### config.mk
export PLATFORM = sky130hd
export DESIGN_NAME = stdout_uart_tx
export DESIGN_NICKNAME = d
export VERILOG_FILES = /design/src/rtl/stdout_pkg.sv /design/src/rtl/uart_tx_byte.sv /design/src/rtl/stdout_uart_tx.sv
export SDC_FILE = /design/constraint.sdc
export NUM_CORES = 1
export LEC_CHECK = 0
export CORE_UTILIZATION = 50
export CTS_CLUSTER_DIAMETER = 40
export DETAILED_ROUTE_END_ITERATION = 16
export GPL_ROUTABILITY_DRIVEN = 0
export PLACE_DENSITY = 0.81
export SLEW_MARGIN = 0
export SYNTH_ARGS = -nofsm -noshare
export SYNTH_HDL_FRONTEND = slang
export SYNTH_HIERARCHICAL = 1
export SYNTH_SLANG_ARGS = --single-unit
### constraint.sdc
create_clock -name clk_i -period 3 [get_ports clk_i]
set_input_delay 0.6 -clock clk_i [delete_from_list [all_inputs] [get_ports clk_i]]
set_output_delay 0.6 -clock clk_i [all_outputs]
set_load 0.05 [all_outputs]
### src/rtl/stdout_pkg.sv
// Shared definitions for the stdout UART transmitter: entry field layout,
// the fixed prefix bytes and the FSM state encoding.
package stdout_pkg;

   localparam int unsigned CHAR_LSB = 0;
   localparam int unsigned CHAR_W   = 8;
   localparam int unsigned CORE_LSB = 8;
   localparam int unsigned CL_LSB   = 12;
   localparam int unsigned IDX_W    = 4;

   localparam logic [7:0] NL_BYTE    = 8'h0A;
   localparam logic [7:0] LB_BYTE    = 8'h5B;
   localparam logic [7:0] COMMA_BYTE = 8'h2C;
   localparam logic [7:0] RB_BYTE    = 8'h5D;
   localparam logic [7:0] SP_BYTE    = 8'h20;

   typedef enum logic [3:0] {
      ST_IDLE,
      ST_NL,
      ST_LB,
      ST_CL,
      ST_COMMA,
      ST_CORE,
      ST_RB,
      ST_SP,
      ST_CHAR
   } state_e;

   // Lowercase ASCII hex digit for a 4-bit index.
   function automatic logic [7:0] hex_digit(input logic [3:0] v);
      if (v < 4'd10) return 8'h30 + {4'h0, v};
      else           return 8'h57 + {4'h0, v};
   endfunction

endpackage

### src/rtl/uart_tx_byte.sv
// 8N1 byte serialiser: baud down-counter plus 10-bit shifter, LSB first.
// done_o pulses during the last cycle of the stop bit so a new start can follow back-to-back.
module uart_tx_byte #(
   parameter int unsigned CLK_DIV = 868
) (
   input  logic       clk_i,
   input  logic       rst_ni,
   input  logic       start_i,
   input  logic [7:0] byte_i,
   output logic       tx_o,
   output logic       done_o
);

   localparam logic [15:0] BAUD_MAX = 16'(CLK_DIV - 1);

   logic [9:0]  shift_q;
   logic [15:0] baud_q;
   logic [3:0]  bit_q;
   logic        active_q;

   assign tx_o   = shift_q[0];
   assign done_o = active_q && (baud_q == 16'd0) && (bit_q == 4'd0);

   always_ff @(posedge clk_i or negedge rst_ni) begin
      if (!rst_ni) begin
         shift_q  <= '1;
         baud_q   <= '0;
         bit_q    <= '0;
         active_q <= 1'b0;
      end else if (start_i) begin
         shift_q  <= {1'b1, byte_i, 1'b0};
         baud_q   <= BAUD_MAX;
         bit_q    <= 4'd9;
         active_q <= 1'b1;
      end else if (active_q) begin
         if (baud_q != 16'd0) begin
            baud_q <= baud_q - 16'd1;
         end else if (bit_q == 4'd0) begin
            // shifter already holds all ones here, so the line idles high
            active_q <= 1'b0;
         end else begin
            shift_q <= {1'b1, shift_q[9:1]};
            bit_q   <= bit_q - 4'd1;
            baud_q  <= BAUD_MAX;
         end
      end
   end

endmodule

### src/rtl/stdout_uart_tx.sv
// Drains core stdout entries onto a UART, prefixing each line with "[cluster,core] "
// and breaking the line when the source core changes mid-line.
//
// state    | meaning
// ---------+--------------------------------------------
// ST_IDLE  | ready for an entry
// ST_NL    | sending 0x0A to close another source's line
// ST_LB    | sending '['
// ST_CL    | sending cluster hex digit
// ST_COMMA | sending ','
// ST_CORE  | sending core hex digit
// ST_RB    | sending ']'
// ST_SP    | sending ' '
// ST_CHAR  | sending the entry character
module stdout_uart_tx
   import stdout_pkg::*;
#(
   parameter int unsigned N_CLUSTERS = 4,
   parameter int unsigned N_CORES    = 8,
   parameter int unsigned CLK_DIV    = 868
) (
   input  logic        clk_i,
   input  logic        rst_ni,
   input  logic        in_valid_i,
   output logic        in_ready_o,
   input  logic [31:0] in_data_i,
   output logic        tx_o,
   output logic        busy_o,
   output logic [15:0] drop_cnt_o
);

   state_e           state_q, state_d;
   logic             at_sol_q;
   logic [7:0]       last_src_q;
   logic [7:0]       char_q;
   logic [15:0]      drop_q;
   logic             ready_q;
   logic             busy_q;

   logic [IDX_W-1:0] in_cl, in_core;
   logic [7:0]       in_char, in_src;
   logic             accept, idx_ok;
   logic             tx_start, tx_done;
   logic [7:0]       tx_byte;
   logic             unused_hi;

   assign in_char   = in_data_i[CHAR_LSB +: CHAR_W];
   assign in_core   = in_data_i[CORE_LSB +: IDX_W];
   assign in_cl     = in_data_i[CL_LSB +: IDX_W];
   assign in_src    = {in_cl, in_core};
   assign unused_hi = ^in_data_i[31:16];

   assign accept = in_valid_i && (state_q == ST_IDLE);
   assign idx_ok = (32'(in_cl) < N_CLUSTERS) && (32'(in_core) < N_CORES);

   always_comb begin
      state_d = state_q;
      case (state_q)
         ST_IDLE: begin
            if (accept && idx_ok) begin
               if (at_sol_q)                  state_d = ST_LB;
               else if (in_src != last_src_q) state_d = ST_NL;
               else                           state_d = ST_CHAR;
            end
         end
         ST_NL:    if (tx_done) state_d = ST_LB;
         ST_LB:    if (tx_done) state_d = ST_CL;
         ST_CL:    if (tx_done) state_d = ST_COMMA;
         ST_COMMA: if (tx_done) state_d = ST_CORE;
         ST_CORE:  if (tx_done) state_d = ST_RB;
         ST_RB:    if (tx_done) state_d = ST_SP;
         ST_SP:    if (tx_done) state_d = ST_CHAR;
         ST_CHAR:  if (tx_done) state_d = ST_IDLE;
         default:  state_d = ST_IDLE;
      endcase
   end

   // Each byte is loaded on the edge that enters its state, which keeps frames back-to-back.
   always_comb begin
      tx_start = (state_d != state_q) && (state_d != ST_IDLE);
      tx_byte  = SP_BYTE;
      case (state_d)
         ST_NL:    tx_byte = NL_BYTE;
         ST_LB:    tx_byte = LB_BYTE;
         ST_CL:    tx_byte = hex_digit(last_src_q[7:4]);
         ST_COMMA: tx_byte = COMMA_BYTE;
         ST_CORE:  tx_byte = hex_digit(last_src_q[3:0]);
         ST_RB:    tx_byte = RB_BYTE;
         ST_SP:    tx_byte = SP_BYTE;
         ST_CHAR:  tx_byte = (state_q == ST_IDLE) ? in_char : char_q;
         default:  tx_byte = SP_BYTE;
      endcase
   end

   always_ff @(posedge clk_i or negedge rst_ni) begin
      if (!rst_ni) begin
         state_q    <= ST_IDLE;
         at_sol_q   <= 1'b1;
         last_src_q <= '0;
         char_q     <= '0;
         drop_q     <= '0;
         ready_q    <= 1'b1;
         busy_q     <= 1'b0;
      end else begin
         state_q <= state_d;
         ready_q <= (state_d == ST_IDLE);
         busy_q  <= (state_d != ST_IDLE);
         if (accept) begin
            if (idx_ok) begin
               last_src_q <= in_src;
               char_q     <= in_char;
            end else if (drop_q != 16'hFFFF) begin
               drop_q <= drop_q + 16'd1;
            end
         end
         if ((state_q == ST_CHAR) && tx_done) at_sol_q <= (char_q == NL_BYTE);
      end
   end

   uart_tx_byte #(.CLK_DIV(CLK_DIV)) u_tx (
      .clk_i   (clk_i),
      .rst_ni  (rst_ni),
      .start_i (tx_start),
      .byte_i  (tx_byte),
      .tx_o    (tx_o),
      .done_o  (tx_done)
   );

   assign in_ready_o = ready_q;
   assign busy_o     = busy_q;
   assign drop_cnt_o = drop_q;

endmodule

==> results of run 1 <==
==> repair_timing <==
action | CTS | global route
setup endpoints to repair | 0 | 7
gates resized for setup | 0 | 7
setup buffers | 0 | 1
==> Yosys cell counts (3+ instances only) <==
library cell,n,area share
sky130_fd_sc_hd__o21ai_0,27,0.033
sky130_fd_sc_hd__buf_2,7,0.0085
sky130_fd_sc_hd__a2bb2oi_1,9,0.019
sky130_fd_sc_hd__nand4_1,14,0.021
sky130_fd_sc_hd__ha_1,5,0.015
sky130_fd_sc_hd__clkbuf_1,12,0.011
sky130_fd_sc_hd__mux2i_1,13,0.032
sky130_fd_sc_hd__xor2_1,6,0.013
sky130_fd_sc_hd__nor4b_1,3,0.0064
sky130_fd_sc_hd__nor3_1,7,0.0085
sky130_fd_sc_hd__inv_1,19,0.017
sky130_fd_sc_hd__or2_2,4,0.0061
sky130_fd_sc_hd__nand3_1,14,0.017
sky130_fd_sc_hd__nand2b_1,5,0.0076
sky130_fd_sc_hd__o21a_1,4,0.0073
sky130_fd_sc_hd__nor2_1,23,0.021
sky130_fd_sc_hd__dfstp_2,11,0.070
sky130_fd_sc_hd__mux2_2,15,0.041
sky130_fd_sc_hd__nand2_1,30,0.027
sky130_fd_sc_hd__and2_1,6,0.0092
sky130_fd_sc_hd__o221ai_1,4,0.0085
sky130_fd_sc_hd__xnor2_1,19,0.041
sky130_fd_sc_hd__dfrtp_1,58,0.35
sky130_fd_sc_hd__or3_1,4,0.0061
sky130_fd_sc_hd__o221a_1,3,0.0082
sky130_fd_sc_hd__and3_1,8,0.012
sky130_fd_sc_hd__and4_1,4,0.0085
sky130_fd_sc_hd__a31oi_1,4,0.0061
sky130_fd_sc_hd__nor2b_1,5,0.0076
sky130_fd_sc_hd__o31ai_1,4,0.0073
sky130_fd_sc_hd__or4_1,4,0.0073
sky130_fd_sc_hd__a41oi_1,6,0.013
sky130_fd_sc_hd__a21oi_1,21,0.026
sky130_fd_sc_hd__nor3b_1,3,0.0055
==> logic make-up (layout without fill, tap and decap cells) <==
logic type | after synthesis | in the layout | synth area share
simple gates | 152 | 152 | 0.2233
compound gates | 99 | 99 | 0.1641
flops | 69 | 69 | 0.4243
buf+inv | 41 | 89 | 0.04332
mux | 29 | 29 | 0.07626
xor+xnor | 25 | 25 | 0.05339
fa+ha+maj | 5 | 5 | 0.01525
==> through the flow <==
stage	hold WS, ps	utilization	area [um2]
detailed placement	476.7	0.5909	4637
finish	182.5	0.6266	4917
CTS	181.6	0.6205	4870
floorplan	304.4	-	4109
global placement	469.0	0.5909	4637
global route	194.8	0.6266	4917
==> power groups by stage <==
stage	registers [uW]	clock network, uW	logic (uW)
floorplan	948	0	6.70
global placement	948	0	56.1
detailed placement	948	0	57.4
CTS	930	896	57.5
global route	930	937	62.2
finish	930	876	55.9
==> area by class of cell <==
class / count / area (um2) / area share
clock buffer: 11 / 151.4 / 0.03079
multi-input combinational: 310 / 2231 / 0.4537
tap: 102 / 127.6 / 0.02595
inverter: 20 / 75.07 / 0.01527
clock inverter: 5 / 81.33 / 0.01654
sequential: 69 / 1740 / 0.3539
timing repair buffer: 53 / 510.5 / 0.1038
==> critical path, stage by stage (launching register included) <==
cell	delay [ps]
sky130_fd_sc_hd__dfrtp_1	430
sky130_fd_sc_hd__inv_1	80
sky130_fd_sc_hd__ha_1	170
sky130_fd_sc_hd__nor3b_4	210
sky130_fd_sc_hd__and4_1	260
sky130_fd_sc_hd__and2_4	190
sky130_fd_sc_hd__nand3_1	120
sky130_fd_sc_hd__xor2_1	160
sky130_fd_sc_hd__or2_2	340
sky130_fd_sc_hd__nor2_1	150
sky130_fd_sc_hd__nand2_2	150
sky130_fd_sc_hd__o311ai_2	310
sky130_fd_sc_hd__a2bb2oi_2	160
==> registers in the layout, summed over array words and instances, names as in the netlist, 4 cells and up <==
name and count:
drop_cnt_o 16, u_tx/baud_q 16, u_tx/shift_q 9, char_q 8, last_src_q 8, state_q 4
u_tx/bit_q 4
==> worst paths after layout <==
check | endpoint | cells past startpoint
setup / recovery | u_tx/shift_q[4] | 12
hold reg to reg | u_tx/shift_q[0] | 2
max in group asynchronous | u_tx/shift_q[1] | 2
hold / removal | state_q[0] | 1
setup reg to reg | u_tx/shift_q[4] | 12
min in group clk_i | u_tx/shift_q[0] | 2
==> layer usage <==
layer,GRT usage,wire [um],up-vias
met5,0,0,-
met2,0.4043,4740,90
met4,0.09245,138,0
li1,-,-,1637
met3,0.04351,352,15
met1,0.3082,4116,1698
==> results by stage, run 1 <==
Placement:
- OpenSTA, run right after detailed placement, puts the worst setup slack at 126.2 ps.
- The number of instances in the placed design is 553.
- The port buffer count is 37.
- Summed over all nets, the half-perimeter wirelength after detailed placement is 6.613 mm.

Timing:
- The aggregate negative setup slack is 0 ps.
- Measured against its own limit, the worst slew margin works out to 0.4122.
- The count of final max-slew check failures is 0.
- On the final layout, the worst clock skew is 9.225 ps.
- The setup slack of the critical path after layout is 209.7 ps.
- The actual slew at the worst max-slew pin is 872.4 ps.
- Setup violations remaining at the end of the flow were counted as 0.
- The number of failing hold endpoints at the final stage came to 0.
- Based on the critical path, the design can be clocked at up to 0.3584 GHz.
- The final period demand of the worst path is roughly 2800 ps.
- Dividing the final minimum period by the clock period gives 0.9301.

Clock tree:
- The cell sitting at the root of the clock tree is a sky130_fd_sc_hd__clkbuf_8.
- The TritonCTS clock tree is built.
- In this run the number of H-tree levels came out at 3.
- Counting every sink on the clock net gives 69.
- The total of hold buffers inserted after clock tree synthesis is 0.
- Counting along the longest clock path gives a buffer depth of 2.
- The number of buffers created by CTS is 9.
- The latest clock arrival within the worst-skew pair is between 300 and 400 ps.
- The clock transition at the registers of the reported paths is 80 ps.

Logic synthesis:
- The register area share after synthesis is 0.4243.
- The number of library cell types mapped by synthesis is 64.
- The synthesized area per cell is 9.765 um2.
- The cell count after synthesis came out at 420.
- For this run, the number of Yosys warnings is 6.
- The number of synthesized register bits is about 70.
- The dominant synthesized flop cell is sky130_fd_sc_hd__dfrtp_1.
- The count of flip-flops with a built-in enable after synthesis is 0.
- When the netlist entered floorplanning its net count stood at between 400 and 500.
- Counting flops with an async set or reset pin after synthesis yields a share of 1.000.
- The mapped netlist covers 0.004101 mm2.

Power:
- Power comes to about 1900 uW.
- The share of total power dissipated in combinational logic is 0.030.
- The power dissipated by switching net loads is 389.7 uW.
- The internal power is about 1500 uW.
- The proportion of total power due to net switching is 0.2093.
- Dividing total power by cell area gives a power density of around 380 mW/mm2.
- In this run the static leakage power is roughly 0.002 uW.
- The sequential cell fraction of total power is 0.500.
- The share of total power in the clock network is 0.470.
- Across the VDD grid, the largest voltage drop is approximately 300 uV.

GRT:
- The combined global-route utilization of all metal layers is 0.2408.
- Entering global routing, the biggest net connects 53 pins.
- The via count of the first global-routing pass is between 3000 and 4000.
- The global-route wire length before repair is 16.37 mm.
- The number of antenna violations at the first check in global routing came to 0.
- Global routing finished with a remaining overflow of 0.

Floorplan:
- In this run the standard cell core region covers 0.007848 mm2.
- The top-level port count is between 50 and 60.
- The vertical die dimension is 92.57 um.
- The initial cell density of the core is 0.5226.
- The die covers between 0.008 and 0.009 mm2.
- The die width is between 90 and 100 um.
- The floorplan has 32 rows.

Route:
- The final route contains 3440 vias.
- The count of antenna-violating nets left after detailed routing is 0.
- The first-pass detailed-route iteration total is 4.
- For this block, the initial DRC count from the detailed router was between 200 and 250.
- After detailed routing, the average wire length per cell comes to 16.40 um.
- Summed over all layers, the routed wires come to around 9.3 mm.
- The DRC violation count after routing is 0.
- Using the TritonRoute via totals, the vias-per-cell ratio works out to approximately 6.0.

Worst setup path:
- The required time of the worst setup path is 3280 ps.
- The worst setup path is of the reg2reg kind.
- Of all nets on the critical path, the largest fanout is 8.
- The origin of the critical flop-to-flop path is u_tx/baud_q[0].
- STA classifies the critical path endpoint as a register.
- The critical path startpoint category is a register.
- The slack of the worst reg-to-reg path is 210 ps.
- STA puts the critical path data arrival time at about 3000 ps.
- In this run the worst setup path begins at u_tx/baud_q[0].

Hold path:
- The tightest min-delay check is of the in2async type.

Cells and area:
- The commonest non-fill, non-tap cell in the layout is sky130_fd_sc_hd__dfrtp_1.
- The count of filler cells inserted in the layout is 633.
- The repair_antennas step left the layout with diodes totalling 0.
- For this run, the post-layout net count is 503.
- The area growth from synthesis to layout is 19.89%.
- In the layout the commonest cells are 58 x sky130_fd_sc_hd__dfrtp_1, 36 x sky130_fd_sc_hd__clkdlybuf4s50_1, 29 x sky130_fd_sc_hd__nand2_1, 26 x sky130_fd_sc_hd__o21ai_0, 23 x sky130_fd_sc_hd__nor2_1.
- The share of cells above drive strength 1 is 0.1816.
- The post-route non-filler standard cell count is 570.

Outcome:
- The run finished with clean final reports.

Flow run:
- Across the run, the number of max-cap violations was 0.
(Power assumes the default switching activity.)
==> inputs of run 2 (changes only) <==
--- a/config.mk
+++ b/config.mk
@@ -15,3 +15,4 @@
 export SYNTH_HDL_FRONTEND = slang
 export SYNTH_HIERARCHICAL = 1
 export SYNTH_SLANG_ARGS = --single-unit
+export TNS_END_PERCENT = 50
==> results of run 2 <==
The final DEF is identical to that of run 1; final timing and power are the same.
